--- src/rtl/program_loader.sv ---
// program_loader: writer side of the program memory.
// Receives a byte stream of 16-bit instructions (high byte first) followed by
// an XOR checksum byte, writes each instruction into program memory, and keeps
// the CPU core held in reset until a load completes with a good checksum.
module program_loader #(
   parameter int DataWidth = 8,
   parameter int IRWidth   = 16,   // must equal 2*DataWidth
   parameter int PC_WIDTH  = 8
) (
   input  logic                 clk,
   input  logic                 res_n,
   input  logic                 start,
   input  logic [PC_WIDTH-1:0]  len,
   input  logic                 abort,
   input  logic [DataWidth-1:0] in_data,
   input  logic                 in_valid,
   output logic                 in_ready,
   output logic                 mem_wr_en,
   output logic [PC_WIDTH-1:0]  mem_wr_adr,
   output logic [IRWidth-1:0]   mem_wr_data,
   output logic                 cpu_hold,
   output logic                 busy,
   output logic                 done,
   output logic                 err
);

   typedef enum logic [2:0] {
      S_IDLE,
      S_HI,
      S_LO,
      S_WR,
      S_CHK,
      S_DONE,
      S_ERR
   } state_t;

   localparam logic [PC_WIDTH-1:0] AdrOne = PC_WIDTH'(1);

   state_t                r_state;
   logic [PC_WIDTH-1:0]   r_len;
   logic [DataWidth-1:0]  r_chk;
   logic [DataWidth-1:0]  r_hi;
   logic [PC_WIDTH-1:0]   r_adr;
   logic [IRWidth-1:0]    r_data;
   logic                  r_in_ready;
   logic                  r_wr_en;
   logic                  r_cpu_hold;
   logic                  r_busy;
   logic                  r_done;
   logic                  r_err;

   state_t                w_state_next;
   logic [PC_WIDTH-1:0]   w_len_next;
   logic [DataWidth-1:0]  w_chk_next;
   logic [DataWidth-1:0]  w_hi_next;
   logic [PC_WIDTH-1:0]   w_adr_next;
   logic [IRWidth-1:0]    w_data_next;
   logic                  w_in_ready_next;
   logic                  w_wr_en_next;
   logic                  w_cpu_hold_next;
   logic                  w_busy_next;
   logic                  w_done_next;
   logic                  w_err_next;
   logic                  w_xfer;
   logic                  w_last;

   // A byte moves only when the loader advertised readiness this cycle.
   assign w_xfer = in_valid & r_in_ready;
   // Address equals the instruction index, so the last one sits at len-1
   // (len=0 wraps to 0xFF, i.e. a full 256-word load).
   assign w_last = (r_adr == (r_len - AdrOne));

   // Next-state, datapath and output decode; outputs are derived from the
   // next state so that they come straight out of flops.
   always_comb begin
      w_state_next = r_state;
      w_len_next   = r_len;
      w_chk_next   = r_chk;
      w_hi_next    = r_hi;
      w_adr_next   = r_adr;
      w_data_next  = r_data;

      case (r_state)
         S_IDLE, S_DONE, S_ERR: begin
            if (start) begin
               w_state_next = S_HI;
               w_len_next   = len;
               w_chk_next   = '0;
               w_adr_next   = '0;
            end
         end
         S_HI: begin
            if (abort) begin
               w_state_next = S_ERR;
            end else if (w_xfer) begin
               w_hi_next    = in_data;
               w_chk_next   = r_chk ^ in_data;
               w_state_next = S_LO;
            end
         end
         S_LO: begin
            if (abort) begin
               w_state_next = S_ERR;
            end else if (w_xfer) begin
               w_data_next  = {r_hi, in_data};
               w_chk_next   = r_chk ^ in_data;
               w_state_next = S_WR;
            end
         end
         S_WR: begin
            // The strobe for this cycle is already out; abort only stops what follows.
            if (abort) begin
               w_state_next = S_ERR;
            end else if (w_last) begin
               w_state_next = S_CHK;
            end else begin
               w_adr_next   = r_adr + AdrOne;
               w_state_next = S_HI;
            end
         end
         S_CHK: begin
            if (abort) begin
               w_state_next = S_ERR;
            end else if (w_xfer) begin
               w_state_next = (in_data == r_chk) ? S_DONE : S_ERR;
            end
         end
         default: begin
            w_state_next = S_IDLE;
         end
      endcase

      w_in_ready_next = (w_state_next == S_HI) || (w_state_next == S_LO) ||
                        (w_state_next == S_CHK);
      w_wr_en_next    = (w_state_next == S_WR);
      w_busy_next     = (w_state_next == S_HI) || (w_state_next == S_LO) ||
                        (w_state_next == S_WR) || (w_state_next == S_CHK);
      w_done_next     = (w_state_next == S_DONE);
      w_err_next      = (w_state_next == S_ERR);
      w_cpu_hold_next = w_busy_next || w_err_next;
   end

   // State, datapath and output registers; reset abandons any load in progress
   // and releases the CPU, leaving memory contents untouched.
   always_ff @(posedge clk or negedge res_n) begin
      if (!res_n) begin
         r_state    <= S_IDLE;
         r_len      <= '0;
         r_chk      <= '0;
         r_hi       <= '0;
         r_adr      <= '0;
         r_data     <= '0;
         r_in_ready <= 1'b0;
         r_wr_en    <= 1'b0;
         r_cpu_hold <= 1'b0;
         r_busy     <= 1'b0;
         r_done     <= 1'b0;
         r_err      <= 1'b0;
      end else begin
         r_state    <= w_state_next;
         r_len      <= w_len_next;
         r_chk      <= w_chk_next;
         r_hi       <= w_hi_next;
         r_adr      <= w_adr_next;
         r_data     <= w_data_next;
         r_in_ready <= w_in_ready_next;
         r_wr_en    <= w_wr_en_next;
         r_cpu_hold <= w_cpu_hold_next;
         r_busy     <= w_busy_next;
         r_done     <= w_done_next;
         r_err      <= w_err_next;
      end
   end

   assign in_ready    = r_in_ready;
   assign mem_wr_en   = r_wr_en;
   assign mem_wr_adr  = r_adr;
   assign mem_wr_data = r_data;
   assign cpu_hold    = r_cpu_hold;
   assign busy        = r_busy;
   assign done        = r_done;
   assign err         = r_err;

endmodule

--- config.mk ---
export PLATFORM = sky130hd
export DESIGN_NAME = program_loader
export DESIGN_NICKNAME = d
export VERILOG_FILES = /design/src/rtl/program_loader.sv
export SDC_FILE = /design/constraint.sdc
export NUM_CORES = 1
export LEC_CHECK = 0
export BUFFER_PORTS_ARGS = -buffer_cell sky130_fd_sc_hd__buf_2
export CORE_UTILIZATION = 40
export DETAILED_ROUTE_END_ITERATION = 16
export GPL_TIMING_DRIVEN = 1
export SYNTH_ARGS = -nofsm -noshare
export SYNTH_HDL_FRONTEND = slang
export SYNTH_SLANG_ARGS = --single-unit
--- constraint.sdc ---
create_clock -name clk -period 2.95 [get_ports clk]
set_input_delay 0.1475 -clock clk [delete_from_list [all_inputs] [get_ports clk]]
set_output_delay 0.1475 -clock clk [all_outputs]
set_load 0.005 [all_outputs]
==> run_results.csv, run 1 <==
group,metric,value,unit
critical_path,worst_ep_arrival_time,2.95,ns
synth,share_of_synthesized_flip_flops_with_an_asynchronous_set_or_reset,100,%
critical_path,path_class,"flip-flop to flip-flop",
synth,synth.yosys.warnings,0,
finish,final_core_util,50.3,%
routing,route.detailed.vias_per_inst,4.85,
cts,numCtsBuffers,9,
run,max_cap_viol_count,0,
critical_path,cp-start-kind,"flip-flop",
routing,postRouteAntennaNets,0,
grt,grt_first_pass_wirelength,9.41,mm
cts,post_cts.repair.setup_buffers,0,
die,initial_core_util,41.6,%
pwr,share_seq_of_total_power,41.1,%
outcome,status,"complete, no violations",
placement,placement.io_buffers,50,
pwr,pwr-share-clk,22.8,%
synth,synth_fp_nets,302,
hold_path,timing.hold.worst_path_depth,3,
die,floorplan.die.height,86.0,um
grt,grt_pass1_vias,1972,
timing,final.setup_skew,0.00534,ns
cts,insertion_delay,0.33,ns
pwr,power.static_leakage,1.63,nW
pwr,p_sw_share,35.2,%
synth,synthesis.area_per_instance,10.1,um2
pwr,pwr-share-comb,36.1,%
routing,detail_route.drc_violations,0,
die,placeableCoreArea,6790,um2
routing,initialDrtViolationCount,113,
synth,synth.lib_cells_used.distinct,40,
cts,clock_tree.root_cell,"clkbuf_8",
placement,gp_congestion,0.806,
critical_path,worstRegToRegCells,9,
timing,max_clock_freq,371,MHz
finish,design.final.nets,358,
grt,globalRouteOverflowTotal,0,
critical_path,reg2reg_to,"in_ready$_DFF_PN0_",
die,die_area,7400,um2
hold_path,holdCritPathClass,"input port to flip-flop",
synth,number_of_register_bits_inferred_by_synthesis,57,
hold_path,hold_start,"len[1]",
pwr,power.density_cell_area,994,nW/um2
critical_path,reg2reg_from,"r_len[0]$_DFFE_PN0P_",
routing,totalWireLength,5.49,mm
routing,detailroute.via_count,2109,
cts,tritoncts,"yes",
cts,cts.sink_count,57,
die,die_x,86.0,um
cts,cts_htree_levels,3,
pwr,p_int,2.20,mW
timing,timing.hold.ws,0.0286,ns
routing,dr.pass1.iters,4,
finish,p_r_area_growth_vs_syn,21.1,%
synth,share_of_the_yosys_chip_area_belonging_to_registers,50.5,%
hold_path,hold_path_end,"r_len[1]$_DFFE_PN0P_",
synth,dominantRegCellSynth,"dfrtp_1",
timing,timing_worst_slew_pin_value,0.741,ns
finish,layout-drive-gt1-share,29.2,%
finish,layout.cells.most_common,"dfrtp_1",
pwr,power_switching,1.20,mW
routing,detail_routed_net_length_per_standard_cell,12.6,um
critical_path,cp_data_required_time,3.21,ns
grt,grt_start_max_net_pins,58,
grt,gr-usage-all-layers,16.7,%
timing,setup_viol,0,
timing,setup-tns-final,0,ns
pwr,ir_worst_vdd,0.000425,V
grt,antenna_found_initial,0,
cts,cts.reportedPaths.clkPinSlew,0.06,ns
die,io_pins,51,
finish,design_area,3420,um2
synth,mappedNetlistArea,2830,um2
finish,final_cell_mix,"57 x dfrtp_1, 50 x buf_2, 49 x nand2_1, 30 x o21ai_0, 18 x mux2_2",
critical_path,worst_setup_path_end_kind,"flip-flop",
timing,post-route-period-util,91.4,%
timing,maxSlewHeadroom,50.5,%
synth,syn_inst,279,
die,std_cell_rows,30,
cts,cts-root-to-sink-buffers,2,
critical_path,path_max_fanout,4,
finish,n_antenna_cell,0,
timing,finalCriticalPeriod,2.69,ns
timing,grt_setup_unrepaired,"false",
pwr,design_power_total,3.40,mW
synth,synth_edf_count,0,
placement,postPlaceCellArea,3180,um2
timing,slew_viol_final,0,
placement,place.detailed.hpwl,3.79,mm
timing,hold_viol_final,0,
critical_path,regToRegSetupSlack,0.26,ns
[critical path: stages (launching register included)]
cell and delay, ns:
dfrtp_1 0.42, inv_1 0.09, ha_1 0.17, or3b_2 0.50, xnor2_1 0.20, o2111ai_2 0.19, o31ai_2 0.27, or3b_4 0.45
nor2_4 0.14, mux2i_1 0.19
[through the flow]
| stage | setup WS, ns | std cells |
|---|---|---|
| 6_report | 0.255 | 435 |
| 5_1_grt | 0.0150 | 435 |
| 4_1_cts | 0.0751 | 435 |
| 3_5_place_dp | 0.0929 | 419 |
| 3_3_place_gp | 0.135 | 419 |
| 2_1_floorplan | 0.364 | 279 |
[registers in the layout (all words and copies together) (netlist names), 3 cells and up]
register / cells
mem_wr_data: 16
mem_wr_adr: 8
r_chk: 8
r_hi: 8
r_len: 8
r_state: 3
[kinds of logic after synthesis]
family          Yosys count  share of synthesized area, %
compound gates           45                          10.2
xor+xnor                 29                          8.99
fa+ha+maj                 2                         0.886
buf+inv                  19                          2.79
flops                    57                          50.5
mux                      19                          7.53
simple gates            108                          19.1
[area by class of cell]
type,instances,area (um2)
flip-flops and latches,57,1430
well taps,96,120
fillers,628,3370
clock inverters,2,35.0
repair buffers,54,283
multi-input cells,203,1340
inverters,10,37.5
clock buffers,13,179
[layer usage]
metal	track usage [%]	share of wire (%)	vias to the layer above	wire, um
met5	0	0	-	0
met4	9.55	2.6	0	140
met3	3.56	2.8	10	155
met2	23.5	44	37	2410
met1	23.8	51	1002	2780
li1	-	-	1060	-
[power groups by stage]
stage               logic [mW]  clock network (mW)  registers [mW]
floorplan                0.932                   0            1.34
global placement          1.19                   0            1.40
detailed placement        1.21                   0            1.41
CTS                       1.22               0.792            1.40
global route              1.40               0.829            1.45
finish                    1.23               0.777            1.40
[cell usage after synthesis (3+ instances only)]
cell / n / area, um2
a21oi_1: 3 / 15.0
and2_1: 3 / 18.8
clkbuf_1: 8 / 30.0
dfrtp_1: 57 / 1430
inv_1: 9 / 33.8
mux2_2: 18 / 203
nand2_1: 49 / 184
nand2b_1: 9 / 56.3
nand3_1: 4 / 20.0
nor2_1: 15 / 56.3
nor2b_1: 4 / 25.0
nor3_1: 5 / 25.0
nor4_1: 6 / 37.5
o21ai_0: 30 / 150
xnor2_1: 14 / 123
xor2_1: 15 / 131
[worst max path at each step]
| stage | slack (ns) | from | to | depth (start not counted) |
|---|---|---|---|---|
| 6_report | 0.26 | r_len[0]$_DFFE_PN0P_ | in_ready$_DFF_PN0_ | 9 |
| 5_1_grt | 0.02 | r_len[0]$_DFFE_PN0P_ | in_ready$_DFF_PN0_ | 9 |
| 4_1_cts | 0.08 | r_len[0]$_DFFE_PN0P_ | mem_wr_adr[5]$_DFFE_PN0P_ | 9 |
| 3_5_place_dp | 0.09 | r_len[0]$_DFFE_PN0P_ | mem_wr_adr[6]$_DFFE_PN0P_ | 9 |
| 3_3_place_gp | 0.13 | r_len[0]$_DFFE_PN0P_ | mem_wr_adr[7]$_DFFE_PN0P_ | 9 |
| 2_1_floorplan | 0.36 | r_len[0]$_DFFE_PN0P_ | in_ready$_DFF_PN0_ | 10 |
[timing repair]
action / in CTS / in global routing
endpoints found under the hold margin: 57 / 0
endpoints found under the setup margin: 0 / 11
resized for setup: 0 / 4
hold buffers: 1 / 0
(Power assumes the default switching activity.)
==> run 2, diff against run 1 <==
==> constraint.sdc (replaced) <==
create_clock -name clk -period 3.5 [get_ports clk]
set_input_delay 0.175 -clock clk [delete_from_list [all_inputs] [get_ports clk]]
set_output_delay 0.175 -clock clk [all_outputs]
set_load 0.005 [all_outputs]
==> run 2 against run 1 <==
  * Register-to-register slack better by 0.33 ns
  * Global-route usage up 0.11 points
  * First-iteration DRC count down 3.5%
  * Non-clock buffer count unchanged
  * Utilization down 0.96 points
  * Clock-buffer cell count down 2
  * Cell area down 1.9%
  * Final cell count down 0.23%
  * Combinational power down 19%
  * Sequential power down 16%
  * Sequential share of layout area up 0.81 points
  * Via count up 0.43%
  * Critical path type unchanged
  * Critical endpoint is now mem_wr_adr[7]$_DFFE_PN0P_
==> run_results.csv, run 2 (synthesized netlist as in run 1, its figures left out) <==
group,metric,value,unit
routing,detail_route.drc_violations,0,
critical_path,cp_data_required_time,3.68,ns
pwr,power.static_leakage,1.61,nW
finish,layout.cells.most_common,"dfrtp_1",
critical_path,path_class,"flip-flop to flip-flop",
critical_path,worst_setup_path_end_kind,"flip-flop",
finish,fillers,653,
hold_path,holdCritPathClass,"input port to flip-flop",
pwr,ir_worst_vdd,0.000357,V
critical_path,worst_ep_arrival_time,3.10,ns
run,max_cap_viol_count,0,
cts,post_cts.repair.setup_buffers,0,
grt,globalRouteOverflowTotal,0,
grt,grt_pass1_vias,1974,
timing,finalCriticalPeriod,2.92,ns
timing,setup_viol,0,
grt,gr-usage-all-layers,16.8,%
critical_path,slowest_cell_on_the_critical_path,"o31ai_1",
critical_path,worstRegToRegCells,9,
routing,detailroute.via_count,2118,
die,initial_core_util,41.6,%
timing,timing_worst_slew_pin_value,0.924,ns
die,die_area,7400,um2
placement,gp_congestion,0.794,
routing,route.detailed.vias_per_inst,4.88,
timing,maxSlewHeadroom,37.9,%
die,placeableCoreArea,6790,um2
grt,grt_first_pass_wirelength,9.55,mm
finish,design.final.nets,358,
finish,layout-drive-gt1-share,27.8,%
pwr,power.density_cell_area,810,nW/um2
cts,clock_tree.root_cell,"clkbuf_8",
critical_path,cp-start-kind,"flip-flop",
grt,grt_start_max_net_pins,40,
placement,placement.io_buffers,50,
critical_path,critPathMostFrequentCell,"nor4_1",
timing,grt_setup_unrepaired,"false",
cts,cts-root-to-sink-buffers,2,
die,die_x,86.0,um
finish,largest_register_ff_count,16,
timing,post-route-period-util,83.3,%
finish,n_antenna_cell,0,
cts,cts_htree_levels,3,
cts,insertion_delay,0.33,ns
timing,final.setup_skew,0.00478,ns
cts,cts.sink_count,57,
timing,slew_viol_final,0,
timing,hold_viol_final,0,
routing,postRouteAntennaNets,0,
critical_path,reg2reg_from,"r_len[0]$_DFFE_PN0P_",
finish,p_r_area_growth_vs_syn,18.8,%
finish,final_cell_mix,"57 x dfrtp_1, 50 x buf_2, 49 x nand2_1, 30 x o21ai_0, 18 x mux2_2",
cts,cts.reportedPaths.clkPinSlew,0.06,ns
hold_path,timing.hold.worst_path_depth,3,
routing,dr.pass1.iters,4,
die,std_cell_rows,30,
grt,antenna_found_initial,0,
placement,place.detailed.hpwl,3.86,mm
hold_path,hold_start,"len[1]",
outcome,status,"complete, no violations",
critical_path,timing.critical_path.cells,"inv_1 > ha_1 > or3b_2 > nor4_1 > o2111ai_1 > o31ai_1 > nor4_1 > xnor2_1 > nor2_1",
timing,max_clock_freq,343,MHz
critical_path,path_max_fanout,9,
critical_path,crit_path_max_incr_delay,0.82,ns
timing,timing.hold.ws,0.0550,ns
routing,totalWireLength,5.64,mm
routing,initialDrtViolationCount,109,
routing,detail_routed_net_length_per_standard_cell,13.0,um
cts,numCtsBuffers,9,
die,floorplan.die.height,86.0,um
timing,setup-tns-final,0,ns
critical_path,worst_setup_path_startpoint,"r_len[0]$_DFFE_PN0P_",
die,io_pins,51,
cts,tritoncts,"yes",
-- run 2: worst paths after layout --
path / endpoint / slack [ns]
worst max-delay path: mem_wr_adr[7]$_DFFE_PN0P_ / 0.58
worst min-delay path: r_len[1]$_DFFE_PN0P_ / 0.05
worst max register to register: mem_wr_adr[7]$_DFFE_PN0P_ / 0.58
worst min register to register: mem_wr_data[9]$_DFFE_PN0P_ / 0.47
max in group asynchronous: r_chk[2]$_DFFE_PN0P_ / 2.21
min in group asynchronous: mem_wr_adr[2]$_DFFE_PN0P_ / 0.49
-- run 2: worst max-delay path, delay by kind of cell, from the launching register on --
family,cells,cell delay (ns)
buffers and inverters,1,0.09
and+or+nand+nor,4,0.90
AOI/OAI and AO/OA,2,1.02
xor gates and xnor gates,1,0.18
adders and majority gates,1,0.17
DFF,1,0.41
-- run 2: metal layers --
metal	GRT usage [%]	part of all wire, %
met1	24.6	52
met2	23.2	42
met3	4.04	4.5
met4	8.18	1.3
met5	0	0
-- run 2: cell type report --
type                    instances  area [um2]  area share (%)
clock buffers                  11         151            4.51
clock inverters                 3        17.5           0.522
inverters                      10        37.5            1.12
multi-input cells             203        1320            39.3
flip-flops and latches         57        1430            42.5
well taps                      96         120            3.58
repair buffers                 54         283            8.43
-- run 2: what timing repair did --
| action | CTS | global route |
|---|---|---|
| resized for setup | 0 | 0 |
| hold buffers | 1 | 0 |
| hold endpoints to repair | 38 | 0 |
-- run 2: report_power, final --
group	switching, mW	total, mW	leakage [nW]	internal [mW]
registers	0.244	1.18	0.739	0.933
clock network	0.254	0.539	0.0871	0.285
logic	0.498	1.00	0.784	0.502
-- run 2: metrics by stage --
step           cells  utilization [%]  instance area (um2)  total power, mW  setup slack (ns)
2_1_floorplan    279                -                 2830             1.91             0.914
3_3_place_gp     419             46.8                 3180             2.17             0.652
3_5_place_dp     419             46.8                 3180             2.19             0.582
4_1_cts          434             49.4                 3360             2.74             0.545
5_1_grt          434             49.4                 3360             2.95             0.314
6_report         434             49.4                 3360             2.72             0.583
==> run 3, diff against run 2 <==
--- a/config.mk
+++ b/config.mk
@@ -5,6 +5,7 @@
 export SDC_FILE = /design/constraint.sdc
 export NUM_CORES = 1
 export LEC_CHECK = 0
+export ABC_AREA = 1
 export BUFFER_PORTS_ARGS = -buffer_cell sky130_fd_sc_hd__buf_2
 export CORE_UTILIZATION = 40
 export DETAILED_ROUTE_END_ITERATION = 16
==> constraint.sdc (replaced) <==
create_clock -name clk -period 2.4 [get_ports clk]
set_input_delay 0.12 -clock clk [delete_from_list [all_inputs] [get_ports clk]]
set_output_delay 0.12 -clock clk [all_outputs]
set_load 0.005 [all_outputs]
==> run 3 against run 2 <==
  * Hold slack worse by 0.044 ns
  * Synthesized cell count is 32% higher
  * Clock-buffer cell count is 2 higher
  * Clock power is 84% higher
  * Highest routed layer unchanged
==> run_results.csv, run 3 <==
group,metric,value,unit
critical_path,worst_ep_arrival_time,2.22,ns
synth,synthesis.area_per_instance,7.86,um2
cts,cts-root-to-sink-buffers,2,
grt,grt_pass1_vias,2424,
pwr,p_int,2.54,mW
finish,final_cell_mix,"136 x nand2_1, 57 x dfrtp_1, 50 x buf_2, 45 x inv_1, 24 x o21ai_0",
pwr,pwr-share-comb,39.7,%
critical_path,timing.critical_path.cells,"inv_1 > ha_1 > inv_1 > nand2_1 > nand2_1 > nand2_1 > nor2_1 > nand3_1 > nor2_2 > nand3_1 > nand2_2 > nand3_1 > a21oi_2 > nand3_1",
pwr,power_switching,1.69,mW
outcome,status,"complete, no violations",
critical_path,reg2reg_to,"cpu_hold$_DFF_PN0_",
pwr,pwr-share-clk,23.4,%
timing,post-route-period-util,83.6,%
die,die_x,87.2,um
placement,gp_congestion,0.851,
synth,dominant_cell_type_by_area_after_synthesis,"dfrtp_1",
die,std_cell_rows,30,
finish,n_antenna_cell,0,
critical_path,critical-path-top-delay-family,"simple AND/OR/NAND/NOR gates",
placement,placement.io_buffers,50,
finish,final_core_util,51.7,%
pwr,share_seq_of_total_power,36.8,%
timing,setup_viol,0,
routing,detailroute.via_count,2505,
routing,dr.pass1.iters,4,
critical_path,reg2reg_from,"r_len[0]$_DFFE_PN0P_",
hold_path,holdCritPathClass,"input port to flip-flop",
timing,finalCriticalPeriod,2.01,ns
timing,final_critical_path_setup_slack,0.393,ns
synth,synth.yosys.warnings,0,
critical_path,worstRegToRegCells,14,
die,floorplan.die.height,87.2,um
synth,share_of_the_yosys_chip_area_belonging_to_registers,49.2,%
finish,largest_register_ff_count,16,
critical_path,crit_path_max_incr_delay,0.38,ns
grt,gr-usage-all-layers,19.3,%
critical_path,slowest_cell_on_the_critical_path,"dfrtp_1",
synth,synth_top_area_share,49.2,%
critical_path,path_class,"flip-flop to flip-flop",
cts,insertion_delay,0.34,ns
grt,grt_first_pass_wirelength,11.1,mm
die,die_area,7600,um2
synth,synth.lib_cells_used.distinct,30,
finish,layout.cells.most_common,"nand2_1",
die,io_pins,51,
routing,initialDrtViolationCount,143,
pwr,ir_worst_vdd,0.000523,V
synth,synth_fp_nets,392,
finish,design.final.nets,457,
placement,place.detailed.hpwl,4.67,mm
timing,timing_worst_slew_pin_value,0.695,ns
critical_path,critPathMostFrequentCell,"nand3_1",
routing,totalWireLength,6.44,mm
synth,number_of_register_bits_inferred_by_synthesis,57,
die,placeableCoreArea,6910,um2
cts,cts.reportedPaths.clkPinSlew,0.07,ns
cts,clock_tree.root_cell,"clkbuf_8",
synth,syn_inst,369,
placement,worst_slack_after_detailed_placement,0.427,ns
cts,tritoncts,"yes",
critical_path,cp_data_required_time,2.61,ns
hold_path,hold_path_end,"r_len[1]$_DFFE_PN0P_",
timing,grt_setup_unrepaired,"false",
pwr,p_sw_share,40.0,%
timing,maxSlewHeadroom,53.6,%
hold_path,hold_start,"len[1]",
timing,max_clock_freq,498,MHz
grt,antenna_found_initial,0,
die,initial_core_util,42.0,%
synth,dominantRegCellSynth,"dfrtp_1",
synth,synth_commonest_cells,"136 x nand2_1, 57 x dfrtp_1, 45 x inv_1",
synth,share_of_synthesized_flip_flops_with_an_asynchronous_set_or_reset,100,%
cts,cts_htree_levels,3,
pwr,power.density_cell_area,1190,nW/um2
timing,hold_viol_final,0,
grt,globalRouteOverflowTotal,0,
critical_path,regToRegSetupSlack,0.39,ns
timing,setup-tns-final,0,ns
timing,slew_viol_final,0,
routing,postRouteAntennaNets,0,
timing,final.setup_skew,0.00836,ns
timing,timing.hold.ws,0.0111,ns
grt,grt_start_max_net_pins,30,
synth,ys_top_cells_by_area,"dfrtp_1 49%, nand2_1 18%, inv_1 5.8%",
cts,numCtsBuffers,9,
critical_path,worst-path-buf-inv,2,
cts,cts.sink_count,57,
synth,mappedNetlistArea,2900,um2
critical_path,worst_setup_path_end_kind,"flip-flop",
routing,route.detailed.vias_per_inst,4.68,
synth,synth_edf_count,0,
synth,yosysMostFrequentCell,"nand2_1",
critical_path,path_max_fanout,5,
hold_path,timing.hold.worst_path_depth,3,
critical_path,cp-start-kind,"flip-flop",
finish,layout-drive-gt1-share,21.6,%
finish,p_r_area_growth_vs_syn,23.0,%
routing,detail_route.drc_violations,0,
run,max_cap_viol_count,0,
pwr,power.static_leakage,1.94,nW
routing,detail_routed_net_length_per_standard_cell,12.0,um
[run 3: what timing repair did]
item | in CTS | in global routing
buffers inserted | 0 | 0
endpoints found under the hold margin | 35 | 0
hold buffers | 8 | 0
resized for setup | 0 | 0
endpoints found under the setup margin | 0 | 0
[run 3: logic make-up (layout without fill, tap and decap cells)]
| logic type | count (synthesis) | count (layout) | share of synthesized area, % |
|---|---|---|---|
| compound gates | 46 | 46 | 9.79 |
| xor+xnor | 9 | 9 | 3.19 |
| fa+ha+maj | 2 | 2 | 0.863 |
| buf+inv | 56 | 126 | 7.81 |
| flops | 57 | 57 | 49.2 |
| simple gates | 199 | 199 | 29.2 |
[run 3: power groups by stage]
| stage | clock [mW] | sequential (mW) | combinational [mW] |
|---|---|---|---|
| 3_3_place_gp | 0 | 1.57 | 1.63 |
| 6_report | 0.992 | 1.56 | 1.68 |
| 4_1_cts | 1.02 | 1.56 | 1.69 |
| 2_1_floorplan | 0 | 1.54 | 1.27 |
| 3_5_place_dp | 0 | 1.58 | 1.66 |
| 5_1_grt | 1.05 | 1.61 | 1.96 |
[run 3: through the flow]
step / instance area [um2] / cells / total power [mW]
6_report: 3570 / 535 / 4.23
4_1_cts: 3570 / 535 / 4.27
3_3_place_gp: 3260 / 511 / 3.20
2_1_floorplan: 2900 / 369 / 2.80
5_1_grt: 3570 / 535 / 4.61
3_5_place_dp: 3260 / 511 / 3.24
[run 3: tightest hold or removal path: stages]
cell,delay (ns)
buf_2,0.08
nand2_1,0.04
o21ai_0,0.07
[run 3: metal layers]
| layer | vias up | global-route usage [%] | wire, um |
|---|---|---|---|
| li1 | 1296 | - | - |
| met2 | 48 | 29.1 | 2850 |
| met3 | 13 | 3.70 | 229 |
| met1 | 1148 | 26.3 | 3210 |
| met5 | - | 0 | 0 |
| met4 | 0 | 10.4 | 146 |
[run 3: layout make-up]
type / count / area (um2)
clock inverter: 3 / 46.3
clock buffer: 13 / 179
tap: 96 / 120
inverter: 49 / 184
multi-input combinational: 256 / 1250
sequential: 57 / 1430
fill: 694 / 3340
timing repair buffer: 61 / 365
[run 3: worst max-delay path by stage]
| stage | from | endpoint | slack [ns] | cells past startpoint |
|---|---|---|---|---|
| 3_5_place_dp | r_len[0]$_DFFE_PN0P_ | cpu_hold$_DFF_PN0_ | 0.43 | 14 |
| 4_1_cts | r_len[0]$_DFFE_PN0P_ | cpu_hold$_DFF_PN0_ | 0.38 | 14 |
| 6_report | r_len[0]$_DFFE_PN0P_ | cpu_hold$_DFF_PN0_ | 0.39 | 14 |
| 5_1_grt | r_len[0]$_DFFE_PN0P_ | cpu_hold$_DFF_PN0_ | 0.12 | 14 |
| 3_3_place_gp | r_len[0]$_DFFE_PN0P_ | cpu_hold$_DFF_PN0_ | 0.50 | 14 |
| 2_1_floorplan | r_len[0]$_DFFE_PN0P_ | cpu_hold$_DFF_PN0_ | 0.62 | 14 |
